[src/rtl/l2_request_scheduler.sv]
// Arbitrates the single L2 memory port between icache, dcache and prefetch misses.
// Optional prefetch requester is compiled in with `define PREFETCH_PORT_EN.
module l2_request_scheduler #(
  parameter int STARVE_LIMIT = 4
) (
  input  logic         clk,
  input  logic         reset,
  input  logic         i_pmem_read,
  input  logic [31:0]  i_pmem_address,
  output logic [255:0] i_pmem_rdata,
  output logic         i_pmem_resp,
  input  logic         d_pmem_read,
  input  logic         d_pmem_write,
  input  logic [31:0]  d_pmem_address,
  input  logic [255:0] d_pmem_wdata,
  output logic [255:0] d_pmem_rdata,
  output logic         d_pmem_resp,
  input  logic         pf_read,
  input  logic [31:0]  pf_address,
  output logic         pf_resp,
  output logic         l2_read,
  output logic         l2_write,
  output logic [31:0]  l2_address,
  output logic [255:0] l2_wdata,
  input  logic [255:0] l2_rdata,
  input  logic         l2_resp,
  output logic [1:0]   grant_owner
);

  localparam int SW = $clog2(STARVE_LIMIT + 1);
  localparam logic [SW-1:0] LIMIT = SW'(STARVE_LIMIT);

  // State encoding doubles as the grant_owner code.
  localparam logic [1:0] IDLE    = 2'd0;
  localparam logic [1:0] BUSY_I  = 2'd1;
  localparam logic [1:0] BUSY_D  = 2'd2;
  localparam logic [1:0] BUSY_PF = 2'd3;

  typedef struct packed {
    logic         rd;
    logic         wr;
    logic [31:0]  addr;
    logic [255:0] wdata;
  } req_t;

  logic [1:0]    state, nxt_state;
  req_t          lat, nxt_lat;
  logic [SW-1:0] starve_cnt, nxt_starve;
  logic          d_req, i_force, live;

  assign d_req   = d_pmem_read | d_pmem_write;
  assign i_force = i_pmem_read && (starve_cnt == LIMIT);

`ifndef PREFETCH_PORT_EN
  wire unused_pf = ^{pf_read, pf_address};
`endif

  always_comb begin
    nxt_state  = state;
    nxt_lat    = lat;
    nxt_starve = starve_cnt;
    case (state)
      IDLE: begin
        if (i_force || (!d_req && i_pmem_read)) begin
          nxt_state     = BUSY_I;
          nxt_lat.rd    = 1'b1;
          nxt_lat.wr    = 1'b0;
          nxt_lat.addr  = i_pmem_address;
          nxt_lat.wdata = '0;
          nxt_starve    = '0;
        end else if (d_req) begin
          // read+write together is a write
          nxt_state     = BUSY_D;
          nxt_lat.rd    = ~d_pmem_write;
          nxt_lat.wr    = d_pmem_write;
          nxt_lat.addr  = d_pmem_address;
          nxt_lat.wdata = d_pmem_wdata;
          if (!i_pmem_read)
            nxt_starve = '0;
          else if (starve_cnt != LIMIT)
            nxt_starve = starve_cnt + 1'b1;
        end
`ifdef PREFETCH_PORT_EN
        else if (pf_read) begin
          nxt_state     = BUSY_PF;
          nxt_lat.rd    = 1'b1;
          nxt_lat.wr    = 1'b0;
          nxt_lat.addr  = pf_address;
          nxt_lat.wdata = '0;
        end
`endif
      end
      default: begin
        if (l2_resp) begin
          nxt_state = IDLE;
          nxt_lat   = '0;
        end
      end
    endcase
  end

  always_ff @(posedge clk) begin
    if (reset) begin
      state      <= IDLE;
      lat        <= '0;
      starve_cnt <= '0;
    end else begin
      state      <= nxt_state;
      lat        <= nxt_lat;
      starve_cnt <= nxt_starve;
    end
  end

  // Outputs are forced quiet while reset is held, not just after it is sampled.
  assign live        = (state != IDLE) && !reset;
  assign grant_owner = reset ? IDLE : state;
  assign l2_read     = live & lat.rd;
  assign l2_write    = live & lat.wr;
  assign l2_address  = live ? lat.addr : '0;
  assign l2_wdata    = live ? lat.wdata : '0;

  assign i_pmem_resp  = live && (state == BUSY_I) && l2_resp;
  assign d_pmem_resp  = live && (state == BUSY_D) && l2_resp;
  assign i_pmem_rdata = i_pmem_resp ? l2_rdata : '0;
  assign d_pmem_rdata = d_pmem_resp ? l2_rdata : '0;
`ifdef PREFETCH_PORT_EN
  assign pf_resp = live && (state == BUSY_PF) && l2_resp;
`else
  assign pf_resp = 1'b0;
`endif

endmodule

[config.mk]
export PLATFORM = sky130hd
export DESIGN_NAME = l2_request_scheduler
export DESIGN_NICKNAME = d
export VERILOG_FILES = /design/src/rtl/l2_request_scheduler.sv
export SDC_FILE = /design/constraint.sdc
export NUM_CORES = 1
export LEC_CHECK = 0
export CAP_MARGIN = 10
export CELL_PAD_IN_SITES_DETAIL_PLACEMENT = 1
export CELL_PAD_IN_SITES_GLOBAL_PLACEMENT = 1
export CORE_AREA = 4 4 559 561
export DETAILED_ROUTE_END_ITERATION = 10
export DIE_AREA = 0 0 563 565
export PLACE_DENSITY_LB_ADDON = 0.1
export SYNTH_ARGS = -nofsm -noshare
export SYNTH_HDL_FRONTEND = slang
export SYNTH_SLANG_ARGS = --single-unit
[constraint.sdc]
create_clock -name clk -period 2.09 [get_ports clk]
set_input_delay 0.418 -clock clk [delete_from_list [all_inputs] [get_ports clk]]
set_output_delay 0.418 -clock clk [all_outputs]
set_load 0.03 [all_outputs]
==> key figures, run 1 <==
Outcome
  • Run status: finished with violations
  • Violated checks: setup timing

STA
  • Period minus WS final: about 2.8 ns
  • Hold Violations, Final: 0
  • Share of the clock period used by the worst path: 1.36
  • Final worst-path setup slack: -0.754 ns
  • Setup clock skew after layout: 0.0322 ns
  • Remaining max-slew budget at the tightest pin: 0.649
  • Setup-violating endpoint count in the final report: 1000
  • RSZ-0062 raised after global routing: true
  • Maximum clock frequency: 0.352 GHz
  • Slew of the pin with the lowest slew margin: approximately 0.52 ns
  • Fin. max-slew vios: 0

Critical path
  • Kind of end point of the critical path: output pin
  • FF-to-FF path depth: 8
  • Type of origin of the critical path: flop
  • Endpoint of the lowest-slack register-to-register path: lat[127]$_SDFFE_PP0P_
  • Crit path largest cell delay: ~0.35 ns
  • Arrival time of data at the critical path endpoint: ~2.4 ns
  • Path type of the worst setup path: flop to output pin
  • Slowest stage cell, crit path: sky130_fd_sc_hd__dfxtp_2
  • Top cell by count, worst path: sky130_fd_sc_hd__buf_16
  • R2r setup slk: -0.14 ns
  • Required time of the critical path: between 1.5 and 2 ns
  • Start of the worst register-to-register path: state[0]$_SDFFE_PP0P_
  • Worst-path cell chain: nor2b_4 > nor3b_4 > buf_8 > buf_16 > buf_16 > clkbuf_16 > and2_4 > buf_12
  • Maximum fanout along the worst path: 7

Global route
  • Overall global routing resource usage: 0.126
  • Remaining global-route overflow: 0
  • Largest net degree at the start of global routing: 72
  • Antenna violations before repair: about 140
  • First-pass GRT wire length: 263000 um
  • Number of global-route vias before repair: 22436

Logic synthesis
  • Post-Synthesis Cells: between 1500 and 2000
  • Count of unique library cells instantiated by Yosys: 38
  • Syn Nets: 2385
  • Post-synthesis average cell area: approximately 9 um2
  • Number of warnings reported in the yosys synthesis log: 0
  • Synthesis-stage register bit count: 295
  • Netlist Area Pre-Place: 15900 um2
  • Seq/Total Area, Yosys: 0.372

Clock tree
  • TritonCTS Sinks: between 200 and 300
  • CTS H-Tree Depth: 2
  • Hold-fix buffer count after cts: 0
  • Clk buf depth: 3
  • CTS clk-pin slew, worst paths: 0.06 ns
  • Clock insertion delay at the later pin of the skew report: 0.65 ns
  • CTS tree: yes
  • Root buffer selected by CTS: sky130_fd_sc_hd__clkbuf_16
  • TritonCTS buffer count: 48

Power
  • Power per cell area: 484 nW/um2
  • Leakage: 18.1 nW
  • IR Drop Worst-Case VDD: 611 uV
  • Overall power after layout: 0.0218 W

Route
  • Total detailed-routing wirelength: 220000 um
  • Initial drt markers: 1131
  • Count of vias placed by the detailed router: about 22000
  • Length of the first detailed-routing pass in iterations: 6
  • Post-DRT Antenna Nets: 0
  • DRC violation count after routing: 0
  • Routed len/inst: 29.6 um
  • Via-to-Cell Ratio: ~2.9

Final layout
  • Final non-filler cell area: 45100 um2
  • Filler Cells Inserted: 35282
  • Layout cell share with drive strength beyond 1: 0.518
  • Net total in the final layout: 3859
  • Filler-free cell count of the finished design: 7430
  • Final core utilization: 0.147
  • Layout Area Growth over Synthesis: 184%

Place
  • HPWL Detailed: around 180000 um
  • Final estimated routing congestion in global placement: ~0.79
  • Number of instances in the placed design: 7217
  • Number of port buffers: 1387
  • Instance area at placement: 40400 um2

Min path
  • Min-Delay Startpoint: reset
  • Worst Hold Endpoint: state[0]$_SDFFE_PP0P_
  • Worst Hold Path Cells: 3
  • Class of the worst hold path: input port to flop

Floorplanning
  • Area enclosed by the die boundary: 318000 um2
  • Initial core utilization: 0.0515
  • Core ar.: about 300000 um2
  • Boundary Pins: 1422
  • Width of the die: 563 um
  • Site Rows: 204
  • Die height: 565 um

Flow run
  • Number of max-cap violations: 0
registers in the layout (all words and copies together), names as in the netlist:
name and count:
state 2, lat 290, starve_cnt 3
power by group:
group / internal [W] / total, W / switching [W]
Sequential: 0.00613 / 0.00641 / 0.000276
Combinational: 0.00338 / 0.00690 / 0.00352
Clock: 0.00507 / 0.00854 / 0.00347
Total: 0.0146 / 0.0218 / 0.00726
critical path, delay by kind of cell, from the launching register on:
family	cells	cell delay, ns
buf+inv	5	0.81
flops	1	0.35
simple gates	3	0.56
layout by cell type (no fill, tap or decap), types with 30 or more instances in the layout:
master                            synthesis  layout
sky130_fd_sc_hd__clkdlybuf4s50_1          0     580
sky130_fd_sc_hd__dfxtp_1                295     293
sky130_fd_sc_hd__a221o_1                 32      32
sky130_fd_sc_hd__buf_16                   0      30
sky130_fd_sc_hd__and2_4                   0     271
sky130_fd_sc_hd__and4_1                  32      32
sky130_fd_sc_hd__and3_1                 290     270
sky130_fd_sc_hd__buf_12                   0     533
sky130_fd_sc_hd__a32o_1                 257     257
sky130_fd_sc_hd__diode_2                  0      35
sky130_fd_sc_hd__a2111oi_0               32      32
sky130_fd_sc_hd__buf_6                    0     104
sky130_fd_sc_hd__clkbuf_16                0      74
sky130_fd_sc_hd__and2_2                   0     232
sky130_fd_sc_hd__buf_4                    1     368
sky130_fd_sc_hd__nand2b_1                32      32
layout make-up:
cell class / count / area (um2) / area share
tap: 4120 / 5150 / 0.114
sequential: 295 / 5910 / 0.131
antenna: 35 / 87.6 / 0.00194
clock buffer: 70 / 1410 / 0.0313
clock inverter: 13 / 224 / 0.00496
timing repair buffer: 1667 / 22300 / 0.494
multi-input combinational: 1226 / 10000 / 0.222
inverter: 4 / 22.5 / 0.000499
logic make-up (layout without fill, tap and decap cells):
group,Yosys count,count (layout),share of synthesized area
buffers and inverters,247,1754,0.0628
AND/OR/NAND/NOR,884,884,0.354
flip-flops,295,295,0.372
adder cells (fa/ha/maj),2,2,0.00158
AO/OA/AOI/OAI,339,339,0.209
other,1,36,0.000236
stage by stage:
step | worst slack [ns] | hold slack (ns) | setup TNS [ns]
after floorplan | -0.0441 | 0.448 | -18.44
after global placement | -0.833 | 0.460 | -636.59
after detailed placement | -0.819 | 0.466 | -645.99
after CTS | -0.869 | 0.251 | -652.31
after global routing | -0.896 | 0.286 | -682.73
final | -0.754 | 0.322 | -532.77
layer usage:
| layer | global-route usage | share of wire | vias to the layer above |
|---|---|---|---|
| li1 | - | - | 9561 |
| met1 | 0.147 | 0.40 | 10680 |
| met2 | 0.219 | 0.49 | 1022 |
| met3 | 0.0533 | 0.095 | 248 |
| met4 | 0.0150 | 0.013 | 44 |
| met5 | 0 | 0.0012 | - |
Yosys cell counts, drive strengths merged:
master	n	area [um2]
a21oi	4	20.0
o211ai	1	7.51
nor3	1	5.00
a22oi	1	7.51
and3	290	1810
clkbuf	189	709
a32o	257	2570
nor2b	2	12.5
or3	1	6.26
a32oi	1	8.76
nand4	2	12.5
a311oi	1	8.76
nor4b	1	8.76
nand2b	32	200
and2	514	3220
a21boi	2	18.8
nor2	3	11.3
ha	2	25.0
or2	2	12.5
buf	54	272
dfxtp	295	5910
o211a	1	10.0
nand2	1	3.75
o2bb2ai	1	8.76
conb	1	3.75
a21o	1	7.51
o21ai	4	20.0
inv	4	15.0
a221o	32	320
nor3b	3	32.5
and4	32	280
a2111oi	33	308
timing repair:
action / CTS / global route
gates cloned: 17 / 37
hold endpoints to repair: 0 / 0
buffers inserted: 24 / 24
pin swaps: 7 / 43
resized for setup: 194 / 318
endpoints found under the setup margin: 1055 / 1060
worst max path at each step:
| stage | from | end | slack (ns) | depth (start not counted) |
|---|---|---|---|---|
| after floorplan | state[1]$_SDFFE_PP0P_ | l2_address[26] | -0.04 | 5 |
| final | state[1]$_SDFFE_PP0P_ | d_pmem_rdata[125] | -0.75 | 8 |
| after global placement | reset | i_pmem_rdata[71] | -0.83 | 7 |
| after detailed placement | reset | i_pmem_rdata[71] | -0.82 | 7 |
| after global routing | state[0]$_SDFFE_PP0P_ | i_pmem_rdata[223] | -0.90 | 9 |
| after CTS | state[1]$_SDFFE_PP0P_ | d_pmem_rdata[13] | -0.87 | 8 |
Power figures use the tool's default switching activity.
==> run 2: changes to the inputs <==
- MAX_ROUTING_LAYER: not set -> met4
==> key figures, run 2 (synthesis results as in run 1) <==
Outcome
  • Run status: finished with violations
  • Violated checks: setup timing

Flow run
  • Number of max-cap violations: 0

Final layout
  • Final non-filler cell area: 46300 um2
  • Layout Area Growth over Synthesis: 192%
  • Filler-free cell count of the finished design: 7469
  • Net total in the final layout: 3885
  • Commonest non-fill, non-tap cell in the layout: sky130_fd_sc_hd__clkdlybuf4s50_1
  • Multi-input combinational cell area: about 10000 um2
  • FF+latch area: 5910 um2
  • Max FFs per register: 290
  • Most frequent cells in the layout: sky130_fd_sc_hd__clkdlybuf4s50_1 (581), sky130_fd_sc_hd__buf_12 (545), sky130_fd_sc_hd__and2_4 (385)
  • Top flop regs: lat (290), starve_cnt (3), state (2)
  • Filler Cells Inserted: 35301
  • Layout cell share with drive strength beyond 1: 0.530
  • Register containing the most flip-flops in the final layout: lat

Min path
  • Class of the worst hold path: input port to flop

STA
  • Hold Violations, Final: 0
  • Remaining max-slew budget at the tightest pin: 0.477
  • Maximum clock frequency: 0.353 GHz
  • Fin. max-slew vios: 0
  • Hold WS: around 0.34 ns
  • Share of the clock period used by the worst path: 1.35
  • Slew of the pin with the lowest slew margin: 0.782 ns
  • RSZ-0062 raised after global routing: true
  • Final worst-path setup slack: -0.740 ns
  • Setup clock skew after layout: ~0.04 ns
  • Setup-violating endpoint count in the final report: 1094
  • Period minus WS final: around 2.8 ns

Global route
  • Overall global routing resource usage: 0.133
  • First-pass GRT wire length: 271000 um
  • Antenna violations before repair: between 100 and 150
  • Remaining global-route overflow: 0
  • Number of global-route vias before repair: about 23000
  • Largest net degree at the start of global routing: 69

Critical path
  • R2r setup slk: -0.42 ns
  • Maximum fanout along the worst path: 23
  • Type of origin of the critical path: input port
  • Kind of end point of the critical path: output pin
  • Slowest stage cell, crit path: sky130_fd_sc_hd__clkdlybuf4s50_1
  • Count of buffer and inverter cells on the critical path: 7
  • Worst-path cell chain: clkdlybuf4s50_1 > buf_4 > nor2b_4 > nor3b_4 > buf_12 > buf_12 > buf_16 > buf_16 > and2_2 > buf_12
  • Path type of the worst setup path: input port to output pin
  • Top cell by count, worst path: sky130_fd_sc_hd__buf_12
  • Arrival time of data at the critical path endpoint: 2.41 ns
  • Crit path largest cell delay: around 0.47 ns
  • Required time of the critical path: 1.67 ns
  • Category of cells accounting for the largest share of critical-path delay: buffers and inverters

Clock tree
  • CTS H-Tree Depth: 2
  • TritonCTS buffer count: 50
  • CTS clk-pin slew, worst paths: 0.06 ns
  • Clk buf depth: 3
  • Root buffer selected by CTS: sky130_fd_sc_hd__clkbuf_16
  • Clock insertion delay at the later pin of the skew report: 0.66 ns
  • CTS tree: yes
  • TritonCTS Sinks: around 300

Place
  • Setup slack after placement: -0.885 ns
  • Number of port buffers: 1387
  • Final estimated routing congestion in global placement: 0.797
  • Instance area at placement: 40700 um2
  • Number of instances in the placed design: 7236
  • HPWL Detailed: 179000 um

Power
  • Sw Pwr: 0.00744 W
  • IR Drop Worst-Case VDD: approximately 630 uV
  • Int Power: around 0.015 W
  • Power per cell area: a little under 500 nW/um2
  • Portion of total power attributed to the clock network: 0.398
  • Leakage: ~18 nW
  • Proportion of power drawn by flip-flops and latches: 0.286
  • Sw Ratio: 0.331
  • Logic gate share of total power: 0.316

Floorplanning
  • Core ar.: 308000 um2
  • Site Rows: ~200
  • Area enclosed by the die boundary: 318000 um2
  • Die height: 565 um
  • Initial core utilization: 0.0515
  • Boundary Pins: approximately 1400
  • Width of the die: 563 um

Route
  • Length of the first detailed-routing pass in iterations: 5
  • Via-to-Cell Ratio: 2.88
  • Initial drt markers: 946
  • DRC violation count after routing: 0
  • Count of vias placed by the detailed router: 21527
  • Post-DRT Antenna Nets: 0
  • Routed len/inst: 29.9 um
  • Total detailed-routing wirelength: 223000 um
==> run 2: final timing paths <==
| check | start | endpoint | cells past startpoint |
|---|---|---|---|
| setup / recovery | reset | d_pmem_rdata[203] | 10 |
| hold / removal | d_pmem_wdata[108] | lat[108]$_SDFFE_PP0P_ | 2 |
| setup reg to reg | state[1]$_SDFFE_PP0P_ | lat[131]$_SDFFE_PP0P_ | 8 |
| hold reg to reg | lat[276]$_SDFFE_PP0P_ | lat[276]$_SDFFE_PP0P_ | 1 |
==> run 2: worst reg2reg max path: stages, from the launching register on <==
cell and delay (ns):
sky130_fd_sc_hd__dfxtp_4 0.34, sky130_fd_sc_hd__buf_4 0.14, sky130_fd_sc_hd__or2_4 0.34, sky130_fd_sc_hd__buf_4 0.17, sky130_fd_sc_hd__buf_4 0.13, sky130_fd_sc_hd__a2111oi_4 0.53, sky130_fd_sc_hd__buf_12 0.28, sky130_fd_sc_hd__buf_4 0.35
sky130_fd_sc_hd__a32o_1 0.14
==> run 2: cell type report <==
| cell class | instances | share of cell area |
|---|---|---|
| diodes | 43 | 0.00232 |
| clock buffers | 73 | 0.0315 |
| clock inverters | 17 | 0.00535 |
| inverters | 4 | 0.000486 |
| multi-input cells | 1227 | 0.223 |
| flip-flops and latches | 295 | 0.128 |
| well taps | 4120 | 0.111 |
| repair buffers | 1690 | 0.499 |
==> run 2: layer usage <==
| metal | wire length, um | share of wire | global-route usage |
|---|---|---|---|
| met3 | 19800 | 0.089 | 0.0507 |
| met1 | 90900 | 0.41 | 0.154 |
| met2 | 109000 | 0.49 | 0.226 |
| met5 | 0 | 0 | - |
| met4 | 2920 | 0.013 | 0.0150 |
==> run 2: per-stage QoR <==
step                utilization  total power, W  setup TNS, ns
finish                    0.150          0.0224        -570.99
global route              0.150          0.0236        -696.10
CTS                       0.145          0.0228        -670.55
detailed placement        0.132          0.0131        -683.06
global placement          0.132          0.0131        -714.34
floorplan                     -         0.00862         -18.44
==> run 2: power by group through the flow <==
| stage | registers (W) | logic, W | clock network, W |
|---|---|---|---|
| after global routing | 0.00647 | 0.00751 | 0.00963 |
| after detailed placement | 0.00653 | 0.00652 | 0 |
| final | 0.00641 | 0.00709 | 0.00893 |
| after CTS | 0.00641 | 0.00689 | 0.00948 |
| after floorplan | 0.00640 | 0.00222 | 0 |
| after global placement | 0.00653 | 0.00656 | 0 |
==> run 2: what timing repair did <==
| action | 4_1_cts | 5_1_grt |
|---|---|---|
| resized for setup | 355 | 409 |
| gates cloned | 30 | 33 |
| hold buffers | 0 | 0 |
| endpoints found under the setup margin | 1092 | 1092 |
| pin swaps | 33 | 59 |
| buffers inserted | 41 | 14 |
==> run 3: changes to the inputs <==
- SETUP_SLACK_MARGIN: not set -> 0.15
- SKIP_LAST_GASP: not set -> 1
==> key figures, run 3 (synthesis results as in run 1) <==
Route
  • Post-DRT Antenna Nets: 0
  • Wire length on met2: between 100000 and 150000 um
  • Routed len/inst: approximately 29 um
  • DRC violation count after routing: 0
  • Count of vias placed by the detailed router: about 21000
  • Highest routed metal layer: met4
  • Initial drt markers: 774
  • Total detailed-routing wirelength: 216000 um
  • Routed metal-1 wirelength: 72500 um
  • Length of the first detailed-routing pass in iterations: 5
  • Via-to-Cell Ratio: 2.87
  • Detailed-routed wire length on met3: 18900 um

Floorplanning
  • Boundary Pins: 1422
  • Initial core utilization: 0.0515
  • Width of the die: 563 um
  • Die height: 565 um
  • Site Rows: around 200
  • Area enclosed by the die boundary: 318000 um2
  • Core ar.: 308000 um2

Final layout
  • Filler Cells Inserted: 35365
  • Net total in the final layout: approximately 3800
  • Layout Area Growth over Synthesis: 183%
  • Filler-free cell count of the finished design: between 7000 and 8000
  • Max FFs per register: 290
  • Final non-filler cell area: 45000 um2
  • Register containing the most flip-flops in the final layout: lat
  • Top flop regs: lat (290), starve_cnt (3), state (2)
  • Most frequent cells in the layout: sky130_fd_sc_hd__clkdlybuf4s50_1 (581), sky130_fd_sc_hd__buf_12 (538), sky130_fd_sc_hd__buf_4 (421)
  • Commonest non-fill, non-tap cell in the layout: sky130_fd_sc_hd__clkdlybuf4s50_1
  • Layout cell share with drive strength beyond 1: 0.593

Clock tree
  • Clock insertion delay at the later pin of the skew report: 0.66 ns
  • CTS tree: yes
  • CTS H-Tree Depth: 2
  • TritonCTS buffer count: 48
  • TritonCTS Sinks: 295
  • CTS clk-pin slew, worst paths: ~0.060 ns
  • Root buffer selected by CTS: sky130_fd_sc_hd__clkbuf_16
  • Clk buf depth: 3

Critical path
  • Start of the worst register-to-register path: starve_cnt[0]$_SDFFE_PP0P_
  • Maximum fanout along the worst path: 12
  • Path type of the worst setup path: input port to output pin
  • Arrival time of data at the critical path endpoint: 2.52 ns
  • Required time of the critical path: roughly 1.7 ns
  • Type of origin of the critical path: input port
  • FF-to-FF path depth: 7
  • Launching instance or port of the critical path: reset
  • Kind of end point of the critical path: output pin

STA
  • Setup clock skew after layout: 0.0318 ns
  • Share of the clock period used by the worst path: 1.41
  • Final worst-path setup slack: -0.852 ns
  • Maximum clock frequency: 0.340 GHz
  • Setup-violating endpoint count in the final report: 924
  • Hold Violations, Final: 0
  • Fin. max-slew vios: 0
  • Period minus WS final: between 2 and 3 ns
  • RSZ-0062 raised after global routing: true
  • Slew of the pin with the lowest slew margin: slightly below 0.9 ns
  • Remaining max-slew budget at the tightest pin: 0.399

Global route
  • Largest net degree at the start of global routing: 76
  • Antenna violations before repair: between 150 and 200
  • Remaining global-route overflow: 0
  • First-pass GRT wire length: 263000 um
  • Overall global routing resource usage: 0.130
  • Number of global-route vias before repair: around 22000

Outcome
  • Violated checks: setup timing
  • Run status: finished with violations

Place
  • HPWL Detailed: 178000 um
  • Number of instances in the placed design: 7214
  • Instance area at placement: 40800 um2
  • Final estimated routing congestion in global placement: roughly 0.80
  • Number of port buffers: 1387
  • Setup slack after placement: -0.914 ns

Power
  • Proportion of power drawn by flip-flops and latches: 0.297
  • Sw Ratio: 0.332
  • IR Drop Worst-Case VDD: 582 uV
  • Sw Pwr: 0.00714 W
  • Logic gate share of total power: 0.300
  • Leakage: 17.7 nW
  • Portion of total power attributed to the clock network: 0.403
  • Power per cell area: 478 nW/um2
  • Overall power after layout: between 0.02 and 0.025 W
  • Int Power: 0.0143 W

Min path
  • Class of the worst hold path: input port to flop
  • Min-Delay Startpoint: d_pmem_wdata[100]
  • Worst Hold Path Cells: 2

Flow run
  • Number of max-cap violations: 0
==> run 3: changes by cell type in the layout (fill, tap and decap cells not counted), moves of 13 or more <==
| cell | before | now |
|---|---|---|
| sky130_fd_sc_hd__and2_2 | 121 | 291 |
| sky130_fd_sc_hd__buf_4 | 285 | 421 |
| sky130_fd_sc_hd__and3_1 | 245 | 0 |
| sky130_fd_sc_hd__buf_6 | 188 | 45 |
| sky130_fd_sc_hd__and2_1 | 8 | 27 |
| sky130_fd_sc_hd__and3_2 | 9 | 290 |
| sky130_fd_sc_hd__and2_4 | 385 | 196 |
| sky130_fd_sc_hd__diode_2 | 43 | 79 |
| sky130_fd_sc_hd__and3_4 | 36 | 0 |
| sky130_fd_sc_hd__clkbuf_16 | 77 | 64 |
==> run 3: per-layer routing <==
metal,vias to the layer above,GRT usage
li1,9575,-
met1,10439,0.119
met2,1092,0.251
met3,302,0.0515
met4,0,0.0289
met5,-,-
==> run 3: power groups by stage <==
stage               sequential, W  clock [W]  combinational, W
floorplan                 0.00640          0           0.00228
global placement          0.00650          0           0.00641
detailed placement        0.00651          0           0.00640
CTS                       0.00639    0.00932           0.00657
global route              0.00644    0.00938           0.00684
finish                    0.00638    0.00867           0.00644
==> run 3: layout make-up <==
type,instances,area (um2),area share
clock inverters,13,213,0.00473
repair buffers,1650,21800,0.485
diodes,79,198,0.00440
multi-input cells,1226,10200,0.227
clock buffers,75,1440,0.0321
flip-flops and latches,295,5910,0.131
well taps,4120,5150,0.115
inverters,4,22.5,0.000501
==> run 3: metrics by stage <==
| stage | hold slack (ns) | util | TNS (ns) |
|---|---|---|---|
| 2_1_floorplan | 0.448 | - | 0 |
| 3_3_place_gp | 0.464 | 0.133 | -629.40 |
| 3_5_place_dp | 0.464 | 0.133 | -633.58 |
| 4_1_cts | 0.236 | 0.142 | -644.60 |
| 5_1_grt | 0.273 | 0.146 | -689.49 |
| 6_report | 0.333 | 0.146 | -568.34 |
==> run 3: timing repair <==
action / 4_1_cts / 5_1_grt
setup endpoints to repair: 1061 / 1096
pin swaps: 18 / 36
hold buffers: 0 / 0
gates resized for setup: 125 / 174
gates cloned: 21 / 21
buffers inserted: 30 / 11
==> run 3: worst paths after layout <==
kind	slack, ns	endpoint
min	0.33	lat[100]$_SDFFE_PP0P_
min reg2reg	0.48	lat[279]$_SDFFE_PP0P_
max reg2reg	-0.07	lat[201]$_SDFFE_PP0P_
max	-0.85	d_pmem_rdata[123]
==> run 3: critical path: stages <==
cell and delay [ns]:
sky130_fd_sc_hd__clkdlybuf4s50_1 0.48, sky130_fd_sc_hd__buf_12 0.18, sky130_fd_sc_hd__nor2b_4 0.11, sky130_fd_sc_hd__nor3b_4 0.36, sky130_fd_sc_hd__buf_12 0.17, sky130_fd_sc_hd__buf_16 0.13
sky130_fd_sc_hd__buf_8 0.13, sky130_fd_sc_hd__buf_12 0.10, sky130_fd_sc_hd__buf_16 0.14, sky130_fd_sc_hd__and2_2 0.15, sky130_fd_sc_hd__buf_6 0.12
==> variant, RTL diff (flow settings as in run 2) <==
The option `PREFETCH_PORT_EN` is turned on by a define.
--- a/src/rtl/l2_request_scheduler.sv
+++ b/src/rtl/l2_request_scheduler.sv
@@ -1,5 +1,7 @@
 // Arbitrates the single L2 memory port between icache, dcache and prefetch misses.
 // Optional prefetch requester is compiled in with `define PREFETCH_PORT_EN.
+`define PREFETCH_PORT_EN
+
 module l2_request_scheduler #(
   parameter int STARVE_LIMIT = 4
 ) (
Check against the original RTL: not equivalent (a bounded check fails within 4 cycles, from zero or initial values and one cycle with reset high).
==> variant against run 2 <==
The run still ends with negative setup slack left. Sequential cell count stayed put. Clock skew is 19 ps lower. Final cell count is 0.11% lower. Synthesized cell count is 0.11% higher. Count of clock-buffer cells in the layout is 2 higher. Total power is 0.29% higher. Area after synthesis is 1.6% lower. Worst setup slack better by 83 ps. Design area is 8.8% lower. Via count is 3.3% lower. Routed wire length is 0.77% lower. Largest cell class unchanged. Highest routed layer unchanged.
==> variant: results (changes against run 2) <==
Sw Share=0.329 (-0.00207); Post-layout nets=3888 (+0.077%); CTS clk-pin slew, worst paths=60 ps (about the same); met2 WL=120000 um (+9.9%); CP Data Arrival Time=2330 ps (-80 ps); final std cells w/o fill=7461 (-0.11%); commonest cells in the netlist=and2_1, dfxtp_1, and3_1; DR pass1 iterations=4 (-1); pre-CTS WS=-954 ps (-68.8 ps); global-route wire length before repair=269000 um (-0.44%); slew at the pin with the worst max-slew slack=830 ps (+47.8 ps); register area share after synthesis=0.378 (+0.00612); Cell Area, Placed=0.0394 mm2 (-3.1%); Cell variety after synth=40 (+5.3%); Tot GR Track Use=0.134 (+0.000862); Reg area=0.00591 mm2 (about the same); status=complete, but fails checks; antenna violations before repair=133 (+5.6%); clock skew=21.3 ps (-19.3 ps); DP Cell Count=7313 (+1.1%); Detail Route met3 WL=24000 um (+21%); via count=20800 (-3.3%); post-synth net total=2387 (+0.084%); failing checks=negative setup slack; Max Used Layer=met4; PnR worst setup slack=-657 ps (+83.4 ps); Filler cells=35700 (+1.1%); CTS Buf Count=47 (-6.0%); largest net degree at the start of global routing=57 (-17%); Skew-Pair Late Insertion Delay=610 ps (-50 ps); final setup vio count=825 (-25%); Leakage=17.4 nW (-5.6%); Routability Congestion=0.804 (+0.78%); PortBufs=1421 (+2.5%); Max FO, Critical Path=34 (+48%); number of global-route vias before repair=22800 (-0.42%); DP HPWL=190000 um (+6.4%); post-synthesis area per instance=8.82 um2 (-1.7%); TNS Setup=-411100 ps (+159890 ps); share of cells above drive strength 1=0.488 (-0.0419); DRT met1 WL=73200 um (-20%)
==> variant: changes by cell type in the layout (fill, tap and decap cells not counted), moves of 64 or more <==
cell    delta
a32o_1   -256
nor3_1    +64
and2_4   -293
buf_6     -88
buf_4    +217
buf_12   -123
and2_2   +265
a22o_1   +256
==> variant: power by group through the flow <==
stage                     Combinational (mW)  Clock [mW]  Sequential, mW
final                                   7.42        8.61            6.48
after global routing                    7.87        9.25            6.55
after CTS                               7.51        9.13            6.50
after detailed placement                7.36           0            6.62
after global placement                  7.42           0            6.61
after floorplan                         2.70           0            6.45
==> variant: logic make-up after synthesis <==
kind of cell,synth area share
DFF,0.378
AOI/OAI and AO/OA,0.189
buffers and inverters,0.0769
and+or+nand+nor,0.354
adders and majority gates,0.00160
==> variant: layout make-up <==
type	count	area share
timing repair buffer	1661	0.475
multi-input combinational	1229	0.219
sequential	295	0.140
tap	4120	0.122
clock buffer	75	0.0344
clock inverter	10	0.00438
inverter	37	0.00340
antenna	34	0.00201
==> variant: metal layers <==
layer	vias up	global-route usage
met2	1133	0.256
met3	258	0.0632
li1	9331	-
met4	0	0.0174
met1	10100	0.124
met5	-	-
==> variant: what timing repair did <==
action | in CTS | in global routing
setup buffers | 10 | 4
pin swaps | 10 | 11
setup endpoints to repair | 823 | 1058
gates resized for setup | 87 | 137
cloned | 5 | 10
==> variant: path summary, 6_finish.rpt <==
check / startpoint / cells past startpoint / to
worst max-delay path: state[1] / 8 / d_pmem_rdata[8]
worst min-delay path: d_pmem_wdata[73] / 2 / lat[73]
worst max register to register: state[1] / 7 / lat[1]
worst min register to register: lat[191] / 1 / lat[191]
==> variant: critical path: stages, from the launching register on <==
cell	delay, ps
dfxtp_2	340
and2b_2	160
nor3b_4	220
buf_12	180
buf_16	170
buf_12	190
and2_2	230
buf_12	110
buf_12	110
